`src/rtl/i2c_pkg.sv`:
```
// Shared constants for the I2C write-only target: FSM state codes, default
// geometry and small helper functions.
package i2c_pkg;

  localparam int            DEF_MESSAGE_LENGTH = 8;
  localparam int            DEF_ADDR_WIDTH     = 7;
  localparam logic [6:0]    DEF_ADDRESS        = 7'h2A;
  localparam logic          RW_WRITE           = 1'b0;

  typedef logic [2:0] state_t;

  localparam state_t ST_IDLE     = 3'd0;
  localparam state_t ST_ADDR     = 3'd1;
  localparam state_t ST_ADDR_ACK = 3'd2;
  localparam state_t ST_DATA     = 3'd3;
  localparam state_t ST_DATA_ACK = 3'd4;
  localparam state_t ST_IGNORE   = 3'd5;

  function automatic int max2(input int a, input int b);
    return (a > b) ? a : b;
  endfunction

  function automatic logic maj3(input logic a, input logic b, input logic c);
    return (a & b) | (a & c) | (b & c);
  endfunction

endpackage

```
`src/rtl/i2c_line_sync.sv`:
```
// Two-flop synchronizer for one I2C line with edge pulses. Define
// I2C_SLAVE_GLITCH_FILTER_EN to add a 3-sample majority filter (+2 clk latency).
module i2c_line_sync
  import i2c_pkg::*;
(
  input  logic clk,
  input  logic reset,
  input  logic pin,
  output logic level,
  output logic rise,
  output logic fall
);

  logic sync1_reg;
  logic sync2_reg;
  logic prev_reg;
  logic filt;

  // Flops load 1 so an idle bus never produces a spurious edge out of reset.
  always_ff @(posedge clk) begin
    if (reset) begin
      sync1_reg <= 1'b1;
      sync2_reg <= 1'b1;
    end else begin
      sync1_reg <= pin;
      sync2_reg <= sync1_reg;
    end
  end

`ifdef I2C_SLAVE_GLITCH_FILTER_EN
  logic [1:0] hist_reg;
  logic       level_reg;

  always_ff @(posedge clk) begin
    if (reset) begin
      hist_reg  <= 2'b11;
      level_reg <= 1'b1;
    end else begin
      hist_reg  <= {hist_reg[0], sync2_reg};
      level_reg <= maj3(sync2_reg, hist_reg[0], hist_reg[1]);
    end
  end

  assign filt = level_reg;
`else
  assign filt = sync2_reg;
`endif

  always_ff @(posedge clk) begin
    if (reset) begin
      prev_reg <= 1'b1;
    end else begin
      prev_reg <= filt;
    end
  end

  assign level = filt;
  assign rise  = filt & ~prev_reg;
  assign fall  = ~filt & prev_reg;

endmodule

```
`src/rtl/i2c_slave_rx.sv`:
```
// Write-only I2C target: detects START/STOP, matches its address, ACKs write
// transfers and strobes each received byte. Optional I2C_SLAVE_GLITCH_FILTER_EN.
module i2c_slave_rx
  import i2c_pkg::*;
#(
  parameter int                    MESSAGE_LENGTH = DEF_MESSAGE_LENGTH,
  parameter int                    ADDR_WIDTH     = DEF_ADDR_WIDTH,
  parameter logic [ADDR_WIDTH-1:0] ADDRESS        = DEF_ADDRESS
) (
  input  logic                      clk,
  input  logic                      reset,
  input  logic                      scl,
  input  logic                      sda_in,
  output logic                      sda_oe,
  output logic [MESSAGE_LENGTH-1:0] data,
  output logic                      data_valid,
  output logic                      addr_match,
  output logic                      busy
);

  localparam int SHIFT_W = max2(MESSAGE_LENGTH, ADDR_WIDTH + 1);
  localparam int CNT_W   = $clog2(max2(MESSAGE_LENGTH, ADDR_WIDTH + 1) + 1);
  localparam logic [CNT_W-1:0] ADDR_BITS = CNT_W'(ADDR_WIDTH + 1);
  localparam logic [CNT_W-1:0] DATA_BITS = CNT_W'(MESSAGE_LENGTH);

  // Line index 0 is SCL, 1 is SDA.
  logic [1:0] line_pin;
  logic [1:0] line_level;
  logic [1:0] line_rise;
  logic [1:0] line_fall;

  assign line_pin = {sda_in, scl};

  genvar gi;
  generate
    for (gi = 0; gi < 2; gi++) begin : g_line
      i2c_line_sync u_sync (
        .clk   (clk),
        .reset (reset),
        .pin   (line_pin[gi]),
        .level (line_level[gi]),
        .rise  (line_rise[gi]),
        .fall  (line_fall[gi])
      );
    end
  endgenerate

  logic scl_level;
  logic scl_rise;
  logic scl_fall;
  logic sda_level;
  logic start_evt;
  logic stop_evt;

  assign scl_level = line_level[0];
  assign scl_rise  = line_rise[0];
  assign scl_fall  = line_fall[0];
  assign sda_level = line_level[1];
  assign start_evt = line_fall[1] & scl_level;
  assign stop_evt  = line_rise[1] & scl_level;

  state_t                    state_reg,      state_next;
  logic [CNT_W-1:0]          cnt_reg,        cnt_next;
  logic [SHIFT_W-1:0]        shift_reg,      shift_next;
  logic                      sda_oe_reg,     sda_oe_next;
  logic [MESSAGE_LENGTH-1:0] data_reg,       data_next;
  logic                      data_valid_reg, data_valid_next;
  logic                      addr_match_reg, addr_match_next;
  logic                      busy_reg,       busy_next;

  logic addr_ok;
  assign addr_ok = (shift_reg[ADDR_WIDTH:1] == ADDRESS) && (shift_reg[0] == RW_WRITE);

  always_comb begin
    state_next      = state_reg;
    cnt_next        = cnt_reg;
    shift_next      = shift_reg;
    sda_oe_next     = sda_oe_reg;
    data_next       = data_reg;
    data_valid_next = 1'b0;
    addr_match_next = addr_match_reg;
    busy_next       = busy_reg;

    if (stop_evt) begin
      state_next      = ST_IDLE;
      cnt_next        = '0;
      sda_oe_next     = 1'b0;
      addr_match_next = 1'b0;
      busy_next       = 1'b0;
    end else if (start_evt) begin
      // Covers both the first START and a repeated START.
      state_next      = ST_ADDR;
      cnt_next        = '0;
      sda_oe_next     = 1'b0;
      addr_match_next = 1'b0;
      busy_next       = 1'b1;
    end else begin
      case (state_reg)
        ST_ADDR: begin
          if (scl_rise && cnt_reg != ADDR_BITS) begin
            shift_next = {shift_reg[SHIFT_W-2:0], sda_level};
            cnt_next   = cnt_reg + 1'b1;
          end else if (scl_fall && cnt_reg == ADDR_BITS) begin
            if (addr_ok) begin
              state_next      = ST_ADDR_ACK;
              sda_oe_next     = 1'b1;
              addr_match_next = 1'b1;
            end else begin
              state_next = ST_IGNORE;
            end
          end
        end
        ST_ADDR_ACK, ST_DATA_ACK: begin
          if (scl_fall) begin
            state_next  = ST_DATA;
            sda_oe_next = 1'b0;
            cnt_next    = '0;
          end
        end
        ST_DATA: begin
          if (scl_rise && cnt_reg != DATA_BITS) begin
            shift_next = {shift_reg[SHIFT_W-2:0], sda_level};
            cnt_next   = cnt_reg + 1'b1;
          end else if (scl_fall && cnt_reg == DATA_BITS) begin
            state_next      = ST_DATA_ACK;
            data_next       = shift_reg[MESSAGE_LENGTH-1:0];
            data_valid_next = 1'b1;
            sda_oe_next     = 1'b1;
          end
        end
        default: begin
          // IDLE and IGNORE only react to START/STOP.
        end
      endcase
    end
  end

  always_ff @(posedge clk) begin
    if (reset) begin
      state_reg      <= ST_IDLE;
      cnt_reg        <= '0;
      shift_reg      <= '0;
      sda_oe_reg     <= 1'b0;
      data_reg       <= '0;
      data_valid_reg <= 1'b0;
      addr_match_reg <= 1'b0;
      busy_reg       <= 1'b0;
    end else begin
      state_reg      <= state_next;
      cnt_reg        <= cnt_next;
      shift_reg      <= shift_next;
      sda_oe_reg     <= sda_oe_next;
      data_reg       <= data_next;
      data_valid_reg <= data_valid_next;
      addr_match_reg <= addr_match_next;
      busy_reg       <= busy_next;
    end
  end

  assign sda_oe     = sda_oe_reg;
  assign data       = data_reg;
  assign data_valid = data_valid_reg;
  assign addr_match = addr_match_reg;
  assign busy       = busy_reg;

endmodule

```
`config.mk`:
```
export PLATFORM = sky130hd
export DESIGN_NAME = i2c_slave_rx
export DESIGN_NICKNAME = d
export VERILOG_FILES = /design/src/rtl/i2c_pkg.sv /design/src/rtl/i2c_line_sync.sv /design/src/rtl/i2c_slave_rx.sv
export SDC_FILE = /design/constraint.sdc
export NUM_CORES = 1
export LEC_CHECK = 0
export CAP_MARGIN = 40
export CORE_UTILIZATION = 30
export CTS_CLUSTER_DIAMETER = 100
export DETAILED_ROUTE_END_ITERATION = 16
export HOLD_SLACK_MARGIN = 0.05
export RECOVER_POWER = 100
export SETUP_SLACK_MARGIN = 0.4
export SKIP_LAST_GASP = 1
export SLEW_MARGIN = 40
export SYNTH_ARGS = -nofsm -noshare
export SYNTH_HDL_FRONTEND = slang
export SYNTH_SLANG_ARGS = --single-unit
```
`constraint.sdc`:
```
create_clock -name clk -period 1.7 [get_ports clk]
set_input_delay 0.255 -clock clk [delete_from_list [all_inputs] [get_ports clk]]
set_output_delay 0.255 -clock clk [all_outputs]
set_load 0.01 [all_outputs]
```
==> metrics.md <==
| Metric | Value |
|---|---|
| GRT Util Overall | 13.5% |
| Syn Std Cell Area | 1410 um2 |
| PortBufs | 15 |
| CTS clk-pin slew, worst paths | 0.07 ns |
| Worst EP required | 1.88 ns |
| R2r setup slk | 0.15 ns |
| Initial antenna violation count | 0 |
| Die Ht | 70.7 um |
| Total Die Area | 4990 um2 |
| Setup CP Type | flop to flop |
| Seq/Total Area, Yosys | 46.7% |
| EDFF count, synth | 0 |
| Hold bufs inserted after CTS | 0 |
| Total power | 1.64 mW |
| R2R cell count | 7 |
| Max clock buf depth | 2 |
| Leakage power | 0.897 nW |
| Clock root buffer | clkbuf_8 |
| Core Area | 4440 um2 |
| Clk pwr share | 47.3% |
| CTS tree | built |
| Unrepaired setup endpoints after global routing | true |
| Netlist cell types | 38 |
| Mapped Avg Cell Area | 9.49 um2 |
| Vias in the first global route | 1111 |
| Fin. Hold Viols | 0 |
| Final Setup Violations | 0 |
| H-tree depth | 2 |
| Site row count | 24 |
| Relative slew slack | 71.4% |
| Via/cell ratio | 5.01 |
| Fin. max-slew vios | 0 |
| RD Place Congestion | 0.750 |
| Critical Path Fanout Max | 4 |
| Psw | 345 uW |
| Outcome | complete, no violations |
| Synth top cells by count | dfxtp_1 (33), nor2_1 (24), mux2i_1 (16) |
| Setup Skew | 0.00699 ns |
| Top cells by area, synth | dfxtp_1 (47%), mux2i_1 (11%), nor2_1 (6.4%), a21oi_1 (3.9%), or2_2 (2.7%) |
| Sequential share of power | 48.0% |
| Placed cell areas | 1680 um2 |
| Design area | 2020 um2 |
| Reg-to-Reg End | state_reg[1]$_SDFFE_PP0P_ |
| Primary FF master, synth | dfxtp_1 |
| Setup crit start kind | flop |
| Critical Path AT | 1.73 ns |
| Seq cells post-synth | 33 |
| Async S/R FF share, synth | 0% |
| Initial DRT Pass Iterations | 4 |
| GRT overflow | 0 |
| Detail Route Antenna Nets | 0 |
| Worst-Margin Slew | 0.426 ns |
| Total I/O pin count | 16 |
| Worst setup path endpoint | state_reg[1]$_SDFFE_PP0P_ |
| Worst hold path type | flop to flop |
| Final wirelength | 3260 um |
| # Max-Cap Violations | 0 |
| CP Launch Point | cnt_reg[1]$_SDFFE_PP0P_ |
| Worst-Skew Late Latency | 0.28 ns |
| Synth warn | 0 |
| DP HPWL | 1980 um |
| Synth area leader | dfxtp_1 |
| Die W | 70.7 um |
| RR Startpoint | cnt_reg[1]$_SDFFE_PP0P_ |
| Final #Nets | 191 |
| Share of cells above drive strength 1 | 33.3% |
| Clk sinks | 33 |
| Fin Setup TNS | 0 ns |
| Peak VDD IR | 0.000466 V |
| Fmax | 644 MHz |
| DR vias | 1193 |
| First-pass GRT wire length | 5220 um |
| Residual DRC | 0 |
| Int Power | 1.29 mW |
| Area Growth Syn to Fin | 42.8% |
| Starting Density | 31.8% |
| PwrDens | 812 nW/um2 |
| Cell count after synthesis | 149 |
| Largest net degree at the start of global routing | 26 |
| Ant. Diodes | 0 |
| Switching part of the total power | 21.1% |
| CP endpoint kind | flop |
| Period minus WS final | 1.55 ns |
| Combinational power share | 4.7% |
| Net Count, Synth | 155 |
| Fraction of the cycle the final worst path needs | 91.4% |
| Avg WL per Cell | 13.7 um |
| Most common cell in the synthesized netlist | dfxtp_1 |
| Final core utilization | 45.4% |
| Num CTS Buffers | 5 |
| Top-area cell type share of the netlist area | 46.7% |
| Initial DRC count | 37 |
## critical path, cell delays in order (launching register included)
cell and delay [ns]:
dfxtp_2 0.33, inv_2 0.06, ha_4 0.14, nand3b_4 0.10, buf_12 0.14, nor3_2 0.30, a31oi_1 0.14, o221a_2 0.24
## cell families (layout without fill, tap and decap cells)
logic type                 after synthesis  count (layout)  synth area share (%)
adders and majority gates                2               2                  1.77
and+or+nand+nor                         50              51                  19.6
xor gates and xnor gates                 2               2                  1.24
AOI/OAI and AO/OA                       31              31                  14.5
muxes                                   16              16                  11.3
buffers and inverters                   15              51                  4.87
DFF                                     33              33                  46.7
## power groups by stage
stage               logic (mW)  registers [mW]  clock network (mW)
floorplan               0.0435           0.803                   0
global placement        0.0590           0.806                   0
detailed placement      0.0598           0.806                   0
CTS                     0.0756           0.786               0.793
global route            0.0838           0.789               0.831
finish                  0.0766           0.788               0.776
## area by class of cell
cell class              instances  area [um2]
fillers                       424        2420
multi-input cells             102         802
flip-flops and latches         33         678
repair buffers                 37         332
clock buffers                   6        82.6
well taps                      52        65.1
clock inverters                 2        37.5
inverters                       6        22.5
## timing repair
item,in CTS,in global routing
pin swaps,10,7
setup buffers,9,2
gates cloned,1,0
gates resized for setup,37,9
endpoints found under the setup margin,38,26
## cell usage in the layout, fill, tap and decap left out, types with 2 or more instances in the layout
cell type	instances
or3_1	2
clkdlybuf4s50_1	2
a21oi_1	10
dfxtp_1	25
o22a_1	3
dfxtp_4	3
or2_2	6
a31oi_1	2
nand2_1	3
buf_4	13
or4_4	2
clkbuf_2	2
dlygate4sd2_1	12
clkbuf_8	6
nor2_1	22
dfxtp_2	5
buf_12	2
mux2i_1	16
nand2b_4	2
and2_1	2
inv_2	2
o21ai_0	6
buf_6	4
inv_1	4
## how the worst min path moves through the flow
stage	startpoint	end	slack, ns	cells past startpoint
floorplan	scl	g_line[0].u_sync.sync1_reg$_SDFF_PP1_	0.36	1
CTS	g_line[1].u_sync.sync1_reg$_SDFF_PP1_	g_line[1].u_sync.level$_SDFF_PP1_	0.41	1
finish	g_line[1].u_sync.sync1_reg$_SDFF_PP1_	g_line[1].u_sync.level$_SDFF_PP1_	0.41	1
global placement	g_line[1].u_sync.sync1_reg$_SDFF_PP1_	g_line[1].u_sync.level$_SDFF_PP1_	0.39	1
global route	g_line[0].u_sync.sync1_reg$_SDFF_PP1_	g_line[0].u_sync.level$_SDFF_PP1_	0.43	1
detailed placement	g_line[1].u_sync.sync1_reg$_SDFF_PP1_	g_line[1].u_sync.level$_SDFF_PP1_	0.40	1
## layer usage
layer	GRT usage [%]	wire [um]	up-vias
li1	-	-	594
met5	0	0	-
met4	5.56	34	0
met2	21.9	1560	27
met3	3.85	123	4
met1	16.8	1530	568
## per-stage QoR
step	hold WS [ns]	cells	setup WS [ns]
2_1_floorplan	0.359	149	0.120
3_3_place_gp	0.392	218	0.0886
3_5_place_dp	0.398	218	0.0444
4_1_cts	0.415	236	0.220
5_1_grt	0.426	238	0.0696
6_report	0.412	238	0.147
Power figures use the tool's default switching activity.
